--- src/rtl/wave_gen_core.sv ---
// Phase-accumulator waveform generator: off/square/saw/triangle, one unsigned sample per strobe.
// A wave-type change is held pending until the next phase wrap so a period is never cut short.
module wave_gen_core #(
    parameter int PHASE_W = 16,
    parameter int OUT_W   = 8
) (
    input  logic               clk,
    input  logic               rst,
    input  logic [1:0]         type_switch,
    input  logic               note_on,
    input  logic [PHASE_W-1:0] freq_word,
    input  logic               sample_en,
    output logic [OUT_W-1:0]   sample,
    output logic               sample_valid,
    output logic [1:0]         cur_type,
    output logic               change_pending,
    output logic               wrap
);

    localparam logic [1:0] IDLE = 2'd0;
    localparam logic [1:0] RUN  = 2'd1;
    localparam logic [1:0] PEND = 2'd2;

    localparam logic [OUT_W-1:0] MIDSCALE = {1'b1, {(OUT_W-1){1'b0}}};

    logic [1:0]         r_state;
    logic [PHASE_W-1:0] r_phase;
    logic [OUT_W-1:0]   r_sample;
    logic               r_sample_valid;
    logic [1:0]         r_cur_type;
    logic               r_wrap;

    logic [PHASE_W:0]   w_sum;
    logic               w_carry;
    logic [PHASE_W-1:0] w_new_phase;
    logic [OUT_W-1:0]   w_t;
    logic               w_load;
    logic [1:0]         w_next_type;

    function automatic logic [OUT_W-1:0] shape_sample(input logic [1:0] ty,
                                                      input logic [OUT_W-1:0] t);
        logic [OUT_W-1:0] s;
        case (ty)
            2'b00:   s = MIDSCALE;
            2'b01:   s = t[OUT_W-1] ? {OUT_W{1'b0}} : {OUT_W{1'b1}};
            2'b10:   s = t;
            default: s = t[OUT_W-1] ? {~t[OUT_W-2:0], 1'b0} : {t[OUT_W-2:0], 1'b0};
        endcase
        return s;
    endfunction

    assign w_sum       = {1'b0, r_phase} + {1'b0, freq_word};
    assign w_carry     = w_sum[PHASE_W];
    assign w_new_phase = w_sum[PHASE_W-1:0];
    assign w_t         = w_new_phase[PHASE_W-1 -: OUT_W];
    // A pending type is taken on the wrap strobe itself, so the wrap sample already uses it.
    assign w_load      = (r_state == PEND) && w_carry;
    assign w_next_type = w_load ? type_switch : r_cur_type;

    always_ff @(posedge clk) begin
        if (rst) begin
            r_state        <= IDLE;
            r_phase        <= '0;
            r_sample       <= MIDSCALE;
            r_sample_valid <= 1'b0;
            r_cur_type     <= 2'b00;
            r_wrap         <= 1'b0;
        end else begin
            r_sample_valid <= sample_en;
            r_wrap         <= 1'b0;
            if (!note_on) begin
                r_state <= IDLE;
                r_phase <= '0;
                if (r_state == IDLE)
                    r_cur_type <= type_switch;
                if (sample_en)
                    r_sample <= MIDSCALE;
            end else begin
                case (r_state)
                    IDLE: begin
                        r_cur_type <= type_switch;
                        if (sample_en)
                            r_sample <= MIDSCALE;
                        if (type_switch != 2'b00)
                            r_state <= RUN;
                    end
                    default: begin
                        if (sample_en) begin
                            r_phase    <= w_new_phase;
                            r_wrap     <= w_carry;
                            r_sample   <= shape_sample(w_next_type, w_t);
                            r_cur_type <= w_next_type;
                        end
                        if (sample_en && w_load) begin
                            if (type_switch == 2'b00) begin
                                r_state <= IDLE;
                                r_phase <= '0;
                            end else begin
                                r_state <= RUN;
                            end
                        end else if (type_switch != r_cur_type) begin
                            r_state <= PEND;
                        end else begin
                            r_state <= RUN;
                        end
                    end
                endcase
            end
        end
    end

    assign sample         = r_sample;
    assign sample_valid   = r_sample_valid;
    assign cur_type       = r_cur_type;
    assign change_pending = (r_state == PEND);
    assign wrap           = r_wrap;

endmodule
--- config.mk ---
export PLATFORM = sky130hd
export DESIGN_NAME = wave_gen_core
export DESIGN_NICKNAME = d
export VERILOG_FILES = /design/src/rtl/wave_gen_core.sv
export SDC_FILE = /design/constraint.sdc
export NUM_CORES = 1
export LEC_CHECK = 0
export ABC_AREA = 1
export BUFFER_PORTS_ARGS = -buffer_cell sky130_fd_sc_hd__buf_2
export CORE_MARGIN = 4
export CORE_UTILIZATION = 47
export DETAILED_ROUTE_END_ITERATION = 7
export GPL_TIMING_DRIVEN = 0
export HOLD_SLACK_MARGIN = 0.02
export PLACE_DENSITY_LB_ADDON = 0.1
export SYNTH_ARGS = -nofsm -noshare
export SYNTH_HDL_FRONTEND = slang
export SYNTH_SLANG_ARGS = --single-unit
--- constraint.sdc ---
create_clock -name clk -period 7.1 [get_ports clk]
set_clock_uncertainty 0.15 [all_clocks]
set_input_delay 2.13 -clock clk [delete_from_list [all_inputs] [get_ports clk]]
set_output_delay 2.13 -clock clk [all_outputs]
set_load 0.005 [all_outputs]
# After elaboration in Yosys (flattened, before gate mapping)
# Index checks and enable logic that the tools add are counted.
dict set report totals {
  ff_bits 30
  in_bits 22
  output_inout_bits 13
  elab_cells 47
}
dict set report classes {
  n_addsub 1
  eq_ne 6
  muxes 20
  n_bitwise 3
  reduce_logical 11
}
# op count
set op_table {}
lappend op_table {{two-way mux 16 bit} 3}
lappend op_table {{two-way mux 8 bit} 6}
lappend op_table {{case mux 8 bit (3 select lines)} 1}
lappend op_table {{two-way mux 2 bit} 9}
lappend op_table {{adder 16 x 16 -> 17 bit} 1}
lappend op_table {{NOT 7 bit} 1}
lappend op_table {{zero test 2 bit} 3}
lappend op_table {{nonzero test 2 bit} 3}
lappend op_table {{equality test 2 bit, second input constant} 2}
lappend op_table {{OR reduction 4 bit} 1}
lappend op_table {{!= test 3 x 1 -> 1 bit, second input constant} 1}
lappend op_table {{equality test 2 x 1 -> 1 bit, second input constant} 1}
lappend op_table {{logical AND 1 bit} 2}
lappend op_table {{!= test 2 x 1 -> 1 bit, second input constant} 1}
lappend op_table {{!= test 2 bit} 1}
lappend op_table {{NOT 1 bit} 2}
lappend op_table {{AND reduction 2 bit} 1}
lappend op_table {{OR reduction 2 bit} 1}
lappend op_table {{two-way mux 1 bit} 1}

# Depth between registers and ports, before layout
dict set report logic_depth {
  depth_word 8
  depth_mapped 19
  mapped_depth_nobuf 19
}

# Least setup slack after synthesis
# Ideal clock, no wire load.
dict set report synth_path {
  kind {input to register}
  startpoint {input freq_word[0]}
  endpoint {register r_sample[7] (netlist: sample[7])}
  setup_ns 0.119
  arrival_time_ns 3.820
  required_time_ns 6.831
  slack_ns 3.010
  cell_stages 19
  n_path_buf 0
  cell_sequence {ha_1 > inv_1 > fa_1 > inv_1 > nand2_1 > nand2_1 > nand3_1 > nand2_2 > nand2_2 > nand2_4 > nand2_4 > nand2_4 > nand2_8 > nor2_2 > nand2_1 > o21ai_0 > nand2_1 > nand2_1 > nand3_1}
}
dict set report synth_via {
  elab_chain_len 8
  word_cells_on_any_way 13
  classes_between {1 x add/sub; 2 x eq/ne; 7 x mux; 1 x bitwise; 2 x reduce/logical}
}
# item line
set synth_rtl {}
lappend synth_rtl {{start: declaration} 11} ;# input logic [PHASE_W-1:0] freq_word,
lappend synth_rtl {{adder 16 x 16 -> 17 bit (*)} 52} ;# assign w_sum = {1'b0, r_phase} + {1'b0, freq_word};
lappend synth_rtl {{logical AND 1 bit} 57} ;# assign w_load = (r_state == PEND) && w_carry;
lappend synth_rtl {{two-way mux 2 bit} 58} ;# assign w_next_type = w_load ? type_switch : r_cur_type;
lappend synth_rtl {{equality test 2 bit, or another cell as far along} 43} ;# case (ty)
lappend synth_rtl {{case mux 8 bit (3 select lines) (*)} 43}
lappend synth_rtl {{two-way mux 8 bit (*)} 88} ;# if (sample_en) begin
lappend synth_rtl {{two-way mux 8 bit (*)} 79} ;# case (r_state)
lappend synth_rtl {{two-way mux 8 bit (*)} 71} ;# if (!note_on) begin
lappend synth_rtl {{end signal: assignment} 91} ;# r_sample <= shape_sample(w_next_type, w_t);
lappend synth_rtl {{end: declaration} 28} ;# logic [OUT_W-1:0] r_sample;
# Mark *: on every way between the ends. The rest lies on a longest branch, timed or not. The select of a mux whose other input is x is not followed.
# A chain may end at the register's enable or synchronous reset.

# Final worst setup path
dict set report layout_path {
  startpoint {input freq_word[0]}
  endpoint {register r_phase[12]}
}
dict set report layout_via {
  elab_chain_len 4
  word_cells_on_any_way 6
  classes_between {1 x add/sub; 3 x mux; 2 x reduce/logical}
}
# item line
set layout_rtl {}
lappend layout_rtl {{adder 16 x 16 -> 17 bit (*)} 52}
lappend layout_rtl {{two-way mux 16 bit or logical AND 1 bit (tied branches)} {88, 57}}
lappend layout_rtl {{two-way mux 16 bit or logical AND 1 bit (tied branches)} {95, 94}}
lappend layout_rtl {{two-way mux 16 bit (*)} 94} ;# if (sample_en && w_load) begin
lappend layout_rtl {{end signal: assignment} 89} ;# r_phase <= w_new_phase;
lappend layout_rtl {{end: declaration} 27} ;# logic [PHASE_W-1:0] r_phase;
# Mark *: on every way between the ends. The rest lies on a longest branch, timed or not.

==> results.json <==
{
  "status": "finished, final reports clean",
  "period_share_pct": 60.7,
  "met1_length_mm": 3.30,
  "syn_avg_cell_area_um2": 6.38,
  "slew_violations": 0,
  "synth_area_leader_cell": "dfxtp_1",
  "cp.arrival_ns": 4.32,
  "drt_wl_total_mm": 7.04,
  "dp_cells": 525,
  "syn2layout_area_growth_pct": 13.5,
  "path_clk_slew_ns": 0.07,
  "postCtsSetupBuffers": 0,
  "fmax_mhz": 232,
  "synth_nets": 459,
  "post_drt_via_cell_ratio": 5.17,
  "clock-root-buffer": "clkbuf_8",
  "cp_top_family": "simple AND/OR/NAND/NOR gates",
  "grt_pass1_wl_mm": 12.2,
  "cts_resized": 0,
  "hold_viol": 0,
  "top_layer_used": "met4",
  "globalRouteOverflowTotal": 0,
  "ys_types": 38,
  "cts_sinks": 30,
  "drcViolationCount": 0,
  "yosys.cell_count.top_type": "nand2_1",
  "gp_congestion": 0.868,
  "hold_class": "flop to flop",
  "rr_startpoint": "r_phase[0]",
  "io_buffers": 33,
  "wl_met2_mm": 3.34,
  "cp.required_ns": 7.11,
  "peakVddDrop_mv": 0.115,
  "crit_end": "r_phase[12]",
  "clk-insertion-delay-late_ns": 0.28,
  "period_minus_slack_ns": 4.31,
  "powerDensity_nw_per_um2": 160,
  "fill_cells": 561,
  "groute.usage.overall_pct": 21.0,
  "synth_flop_cell": "dfxtp_1",
  "cts-htree-levels": 2,
  "intPower_mw": 0.326,
  "clock_path_buffers": 2,
  "reg2regPathDepth": 14,
  "slowest_delay_ns": 0.40,
  "p_clk_share_pct": 35.3,
  "leakagePower_nw": 1.54,
  "cap_violations": 0,
  "postRouteAntennaNets": 0,
  "worstMarginPinSlew_ns": 0.630,
  "cp_slowest_cell": "fa_1",
  "vias": 2756,
  "antenna_found_initial": 0,
  "endpoint_kind": "flop",
  "ios": 35,
  "netlist_instances": 420,
  "synth_edf_count": 0,
  "grt_pass1_vias": 2677,
  "instances_no_fill": 533,
  "wl_met3_um": 343,
  "synthTopCellsByArea": "dfxtp_1 22%, nand2_1 19%, ha_1 7.5%",
  "yosysSeqAreaShare_pct": 22.4,
  "antennaDiodeCount": 0,
  "syn_area_um2": 2680,
  "setup_tns_ns": 0,
  "min_path_cells": 2,
  "ys_ff_latch": 30,
  "ys_top_cells_by_count": "133 x nand2_1, 49 x inv_1, 33 x a21oi_1",
  "synth_top_area_share_pct": 22.4,
  "drive_gt1_share_pct": 16.5,
  "dr.pass1.iters": 4,
  "worst-r2r-setup-slack_ns": 4.33,
  "routedWlPerCell_um": 13.2,
  "p_sw_share_pct": 32.8,
  "start_kind": "input port",
  "numCtsBuffers": 5,
  "cp_num_buf_inv": 4,
  "std_cell_rows": 27,
  "cp-startpoint": "freq_word[0]",
  "seq_power_share_pct": 37.1,
  "core-area_um2": 5510,
  "rr_endpoint": "r_phase[12]",
  "rsz0062_at_grt": "no",
  "yosysWarnings": 0,
  "drt_iter0_drc": 194,
  "grt_max_degree": 11,
  "regArea_um2": 601,
  "dpl.hpwl_mm": 5.55,
  "multi_input_area_um2": 1850,
  "slew_headroom_pct": 57.8,
  "synthArstFlopShare_pct": 0,
  "die_w_um": 83.5,
  "die_y_um": 83.5,
  "cts_hold_buf": 0,
  "path_depth": 15,
  "worstPathCellList": "buf_2 -> ha_1 -> inv_1 -> fa_1 -> inv_1 -> nand2_1 -> nand2_1 -> nand3_1 -> nand2_2 -> nand2_2 -> nand2_4 -> nand4_1 -> buf_2 -> o211ai_1 -> a21oi_1",
  "dieArea_um2": 6980,
  "nets": 499,
  "combinationalPowerShare_pct": 27.6,
  "start_util_pct": 48.7,
  "setup_viol": 0,
  "critical_path_class": "input port to flop",
  "path_max_fanout": 10,
  "netSwitchingPower_mw": 0.160,
  "cts_tree": "built"
}
==> metal layers <==
| layer | vias to the layer above | track usage (%) |
|---|---|---|
| li1 | 1457 | - |
| met1 | 1234 | 28.6 |
| met2 | 58 | 34.8 |
| met3 | 7 | 3.75 |
| met4 | 0 | 3.95 |
| met5 | - | 0 |
==> through the flow <==
| stage | total power [mW] | hold slack, ns | area (µm²) | setup slack (ns) | util (%) |
|---|---|---|---|---|---|
| after floorplan | 0.282 | 0.312 | 2680 | 3.01 | - |
| after global placement | 0.316 | 0.303 | 2940 | 2.49 | 53.3 |
| after detailed placement | 0.317 | 0.307 | 2940 | 2.47 | 53.3 |
| after CTS | 0.487 | 0.317 | 3040 | 2.76 | 55.3 |
| after global routing | 0.515 | 0.357 | 3040 | 2.57 | 55.3 |
| final | 0.486 | 0.318 | 3040 | 2.79 | 55.3 |
==> cells in the final DEF, fill, tap and decap left out, types with 2 or more instances in the layout <==
master / n
nor2_2: 2
and2_1: 3
dfxtp_1: 30
o2111ai_1: 5
inv_1: 49
nand2_4: 6
nor2_8: 2
nor3_1: 2
clkbuf_1: 12
nor2_1: 28
nand4_1: 4
clkbuf_8: 5
xnor2_1: 6
inv_2: 2
o211ai_1: 10
o21bai_1: 2
a21oi_1: 33
o21ai_0: 16
nand2_2: 10
a21oi_2: 6
xor2_1: 3
nand2_1: 133
ha_1: 16
nand3_1: 27
buf_2: 34
==> final cells by class <==
type / instances / area share (%)
Timing Repair Buffer: 33 / 5.43
Clock inverter: 1 / 0.987
Multi-Input combinational cell: 328 / 60.7
Clock buffer: 7 / 2.51
Inverter: 51 / 6.29
Sequential cell: 30 / 19.7
Buffer: 11 / 1.40
Tap cell: 72 / 2.96
==> registers in the layout, indices dropped and copies added (netlist names) <==
| name | count |
|---|---|
| r_phase | 16 |
| sample | 8 |
| cur_type | 2 |
| r_state | 2 |
| sample_valid | 1 |
| wrap | 1 |
==> power by group through the flow <==
stage	registers, mW	clock network [mW]	logic [mW]
2_1_floorplan	0.182	0	0.0999
3_3_place_gp	0.184	0	0.132
3_5_place_dp	0.184	0	0.134
4_1_cts	0.180	0.172	0.134
5_1_grt	0.181	0.182	0.153
6_report	0.180	0.172	0.134
==> worst register-to-register path, stage by stage (launching register included) <==
cell and delay (ns):
dfxtp_1 0.36, ha_1 0.18, inv_1 0.06, fa_1 0.40, inv_1 0.10, nand2_1 0.07, nand2_1 0.08, nand3_1 0.09
nand2_2 0.13, nand2_2 0.07, nand2_4 0.12, nand4_1 0.32, buf_2 0.32, o211ai_1 0.11, a21oi_1 0.08
==> cells by family (layout without fill, tap and decap cells) <==
| kind of cell | after synthesis | count (layout) | share of synthesized area [%] |
|---|---|---|---|
| AND/OR/NAND/NOR | 226 | 226 | 40.2 |
| AO/OA/AOI/OAI | 76 | 76 | 17.5 |
| buffers and inverters | 62 | 103 | 8.73 |
| flip-flops | 30 | 30 | 22.4 |
| adder cells (fa/ha/maj) | 17 | 17 | 8.21 |
| XOR/XNOR | 9 | 9 | 2.94 |
==> worst min-delay path by stage <==
| stage | from | to |
|---|---|---|
| after floorplan | sample[0] | sample[0] |
| after global placement | sample[0] | sample[0] |
| after detailed placement | sample[0] | sample[0] |
| after CTS | sample[0] | sample[0] |
| after global routing | sample[0] | sample[0] |
| final | sample[0] | sample[0] |
Power figures use the tool's default switching activity.
